### config.mk
export PLATFORM = sky130hd
export DESIGN_NAME = oam_dma_ctrl
export DESIGN_NICKNAME = d
export VERILOG_FILES = /design/src/rtl/naes_pkg.sv /design/src/rtl/oam_dma_ctrl.sv
export SDC_FILE = /design/constraint.sdc
export NUM_CORES = 1
export LEC_CHECK = 0
export BUFFER_PORTS_ARGS = -buffer_cell sky130_fd_sc_hd__buf_2
export CAP_MARGIN = 20
export CELL_PAD_IN_SITES_DETAIL_PLACEMENT = 2
export CELL_PAD_IN_SITES_GLOBAL_PLACEMENT = 2
export CORE_MARGIN = 1.5
export CORE_UTILIZATION = 24
export CTS_CLUSTER_DIAMETER = 80
export DETAILED_ROUTE_END_ITERATION = 12
export PLACE_DENSITY_LB_ADDON = 0.1
export SYNTH_ARGS = -nofsm -noshare
export SYNTH_HDL_FRONTEND = slang
export SYNTH_SLANG_ARGS = --single-unit
### constraint.sdc
create_clock -name cpu_clk -period 1.5 [get_ports cpu_clk]
set_input_delay 0.15 -clock cpu_clk [delete_from_list [all_inputs] [get_ports cpu_clk]]
set_output_delay 0.15 -clock cpu_clk [all_outputs]
set_load 0.03 [all_outputs]
### src/rtl/naes_pkg.sv
// Shared definitions for the NES-style CPU/PPU glue blocks.
package naes_pkg;

  typedef enum logic [1:0] {
    IDLE,
    ALIGN,
    READ,
    WRITE
  } dma_state_t;

  localparam logic [15:0] OAM_DMA_REG = 16'h4014;
  localparam int unsigned OAM_SIZE    = 256;

endpackage : naes_pkg

### src/rtl/oam_dma_ctrl.sv
// Sprite DMA: a CPU write to $4014 latches a source page, then the engine
// stalls the CPU and copies $PP00-$PPFF into OAM one byte every two cycles.
module oam_dma_ctrl
  import naes_pkg::*;
#(
  parameter logic [15:0] DMA_REG  = OAM_DMA_REG,
  parameter int unsigned XFER_LEN = OAM_SIZE
) (
  input  logic        cpu_clk,
  input  logic        reset,
  input  logic [15:0] bus_addr,
  input  logic [7:0]  bus_din,
  input  logic        bus_wr,
  input  logic        odd_or_even,
  output logic        hijack,
  output logic [15:0] dma_bus_addr,
  output logic        dma_bus_wr,
  output logic [7:0]  oam_addr,
  output logic [7:0]  oam_data,
  output logic        oam_en
);

  localparam logic [7:0] LAST_IDX = 8'(XFER_LEN - 1);

  dma_state_t state_q, state_d;
  logic [7:0] page_q,  page_d;
  logic [7:0] idx_q,   idx_d;
  logic [7:0] data_q,  data_d;
  logic       extra_q, extra_d;

  // State and datapath registers, synchronous active-high reset.
  always_ff @(posedge cpu_clk) begin
    if (reset) begin
      state_q <= IDLE;
      page_q  <= '0;
      idx_q   <= '0;
      data_q  <= '0;
      extra_q <= 1'b0;
    end else begin
      state_q <= state_d;
      page_q  <= page_d;
      idx_q   <= idx_d;
      data_q  <= data_d;
      extra_q <= extra_d;
    end
  end

  // Next-state and datapath update: trigger, alignment stall, read/write pairs.
  always_comb begin
    state_d = state_q;
    page_d  = page_q;
    idx_d   = idx_q;
    data_d  = data_q;
    extra_d = extra_q;
    unique case (state_q)
      IDLE: begin
        if (bus_addr == DMA_REG && !bus_wr) begin
          page_d  = bus_din;
          idx_d   = '0;
          extra_d = odd_or_even;
          state_d = ALIGN;
        end
      end
      ALIGN: begin
        // An odd-cycle trigger spends one extra dummy cycle here.
        if (extra_q) begin
          extra_d = 1'b0;
        end else begin
          state_d = READ;
        end
      end
      READ: begin
        data_d  = bus_din;
        state_d = WRITE;
      end
      WRITE: begin
        idx_d   = idx_q + 8'd1;
        state_d = (idx_q == LAST_IDX) ? IDLE : READ;
      end
      default: state_d = IDLE;
    endcase
  end

  // Outputs decoded only from registered state, never from bus inputs.
  always_comb begin
    hijack       = (state_q != IDLE);
    dma_bus_wr   = 1'b1;
    dma_bus_addr = '0;
    oam_addr     = idx_q;
    oam_data     = '0;
    oam_en       = 1'b0;
    unique case (state_q)
      READ:  dma_bus_addr = {page_q, idx_q};
      WRITE: begin
        oam_data = data_q;
        oam_en   = 1'b1;
      end
      default: ;
    endcase
  end

endmodule : oam_dma_ctrl

==> flow_metrics.tcl <==
set metrics [dict create \
    synth_xor_xnor_area_share 0.006323 \
    cts_max_path_buffers 2 \
    io_buffers 61 \
    tns_ns -0.09342 \
    dp_hpwl_mm 3.697 \
    core.rowCount 27 \
    crit_chain "and2b_4 > clkbuf_16 > and2_4 > buf_6" \
    nNetsFinal 275 \
    placed_cells 304 \
    diodes 0 \
    end_kind "primary output" \
    post-route-util 0.3821 \
    tightest_slew_ns 0.5244 \
    drv_slew 0 \
    ios 63 \
    vias 1566 \
    drtPass1Iterations 4 \
    gp_congestion 0.7714 \
    muxShareOfSynthArea 0 \
    startpoint "state_q[0]" \
    clk_pin_slew_ns 0.10 \
    grt_usage 0.1684 \
    drt.antenna.violating_nets 0 \
    fp.coreArea_mm2 0.005540 \
    cap_violations 0 \
    ir_worst_vdd_uv 330.8 \
    start_util 0.2500 \
    setup_viol 10 \
    postSynthAreaPerCell_um2 7.870 \
    htreeDepth 1 \
    stdcell_count 317 \
    drc_errors 0 \
    routedWlPerCell_um 16.83 \
    netlist_instances 176 \
    overflow 0 \
    drive_gt1_frac 0.4490 \
    cts_sinks 27 \
    syn_area_mm2 0.001385 \
    finalCritPeriodShare 1.011 \
    die_height_um 78.97 \
    synth-compound-area-share 0.1843 \
    wl_mm 5.334 \
    hold_viol_final 0 \
    status "complete, but fails checks" \
    numCtsBuffers 3 \
    area_growth_pct 52.85 \
    num-fill-cells 649 \
    min_period_ns 1.517 \
    ys_seq_area_frac 0.3902 \
    ys_warn_count 0 \
    worstReg2RegEnd "page_q[3]" \
    postLayoutCellArea_mm2 0.002117 \
    synth_top_family_by_area "simple AND/OR/NAND/NOR gates" \
    power_leakage_nw 0.9129 \
    clock_tree.root_cell "clkbuf_8" \
    crit_end "dma_bus_addr[12]" \
    vias_per_cell 4.940 \
    synth_fa_ha_area_frac 0.009033 \
    synth_nets 205 \
    finalClockSkew_ns 0.001881 \
    setup_slack_ns -0.01683 \
    post_synth_and_or_nand_nor_area_fraction 0.3487 \
    post-place-ws_ns 0.03809 \
    crit_type "reg -> out" \
    timing.hold.ws_ns 0.1233 \
    post_dp_cell_area_mm2 0.001810 \
    ys_seq_elements 27 \
    grt_start_max_net_pins 29 \
    dr.first_iter.drc_count 72 \
    r2r_cells 6 \
    worst_ep_arrival_time_ns 1.37 \
    grt_pass1_wl_mm 8.390 \
    antenna_found_initial 0 \
    violations "negative setup slack" \
    ys_types 35 \
    finalPower_mw 1.213 \
    critPathMaxFanout 6 \
    die_w_um 78.97 \
    r2r_setup_slack_ns 0.13 \
    grt_pass1_vias 1735 \
    rsz0062_at_grt "true" \
    regToRegStartpoint "state_q[0]" \
    cp_data_required_time_ns 1.35 \
    die-area_mm2 0.006236 \
    critPathSlowestCell "dfxtp_4" \
    cts_tree "built" \
    min_from "bus_din[7]" \
    critical_path.max_stage_delay_ns 0.36 \
    min_path_type "in -> reg" \
    power.density_mw_per_mm2 573.1 \
    worstSkewPairLatency_ns 0.27 \
    fmax_ghz 0.6593 \
    maxSlewHeadroom 0.6504 \
    startpoint_type "register" \
]
[cells by family (layout without fill, tap and decap cells)]
logic type,count (synthesis),after routing
simple gates,84,84
fa+ha+maj,1,1
other cells,1,1
buf+inv,18,87
flops,27,27
xor+xnor,1,1
compound gates,44,44
[metal layers]
layer  track usage  wire, µm  vias up
li1              -         -      763
met1        0.1900      2175      765
met2        0.3333      2947       34
met3       0.02529       186        4
met4       0.02632        25        0
met5             0         0        -
[power breakdown]
group | switching [mW] | internal [mW] | leakage, nW
Clock | 0.248 | 0.187 | 0.0255
Sequential | 0.00000812 | 0.713 | 0.219
Combinational | 0.0358 | 0.0307 | 0.668
Total | 0.283 | 0.930 | 0.913
[worst min-delay path by stage]
stage,cells past startpoint,to
after CTS,3,data_q[7]
after global routing,3,data_q[7]
after global placement,3,data_q[7]
after floorplan,2,data_q[0]
after detailed placement,3,data_q[7]
final,3,data_q[7]
[repair_timing]
action / CTS / global route
endpoints found under the hold margin: 0 / 0
hold buffers: 0 / 0
endpoints found under the setup margin: 18 / 26
resized for setup: 23 / 34
pin swaps: 0 / 8
buffers inserted: 2 / 5
cloned: 0 / 2
[cell usage in the layout (no fill, tap or decap), drive strengths merged, types with 6 or more instances in the layout]
cell type	synthesis	layout
nand3	7	7
nand4	10	10
and3	11	11
and2	18	18
nand2	21	21
o21ai	11	11
clkbuf	9	6
buf	6	77
dfxtp	27	27
a21oi	20	20
[layout make-up]
cell class / instances / area (µm²) / area share
clock buffers: 3 / 41.29 / 0.01950
well taps: 72 / 90.09 / 0.04255
clock inverters: 1 / 5.005 / 0.002364
repair buffers: 80 / 605.6 / 0.2861
inverters: 3 / 13.76 / 0.006501
multi-input cells: 131 / 813.3 / 0.3842
flip-flops and latches: 27 / 548.0 / 0.2589
[registers in the layout (all words and copies together) (netlist names)]
register,cells
page_q,8
oam_addr,8
extra_q,1
state_q,2
data_q,8
[critical path: cells and delay by family, from the launching register on]
family | cells | cell delay (ns)
AND/OR/NAND/NOR | 2 | 0.44
flip-flops | 1 | 0.36
buffers and inverters | 2 | 0.29
[synthesized netlist by cell type]
cell | instances | area (µm²)
ha_1 | 1 | 12.51
clkbuf_1 | 9 | 33.78
nor4_2 | 1 | 12.51
nor2_1 | 3 | 11.26
a41oi_1 | 2 | 17.52
nand2_2 | 1 | 6.260
nor2b_1 | 1 | 6.260
nand3_1 | 7 | 35.03
a311oi_1 | 2 | 17.52
xor2_1 | 1 | 8.760
a211o_1 | 1 | 8.760
o21ai_1 | 2 | 10.01
or3_1 | 2 | 12.51
o21ai_0 | 9 | 45.04
nand2b_1 | 2 | 12.51
o21a_1 | 2 | 15.01
and2_1 | 18 | 112.6
a211oi_1 | 2 | 15.01
inv_2 | 1 | 3.750
and3_1 | 11 | 68.82
buf_2 | 2 | 10.01
nand4_1 | 10 | 62.56
and2b_1 | 1 | 7.510
a21oi_1 | 20 | 100.1
buf_4 | 3 | 22.52
nor3_1 | 3 | 15.01
inv_1 | 2 | 7.510
buf_1 | 1 | 3.750
dfxtp_1 | 27 | 540.5
nand3b_1 | 2 | 15.01
nor4b_2 | 2 | 30.03
a31oi_1 | 3 | 18.77
conb_1 | 1 | 3.750
nand2_1 | 20 | 75.07
o211ai_1 | 1 | 7.510
(Power assumes the default switching activity.)
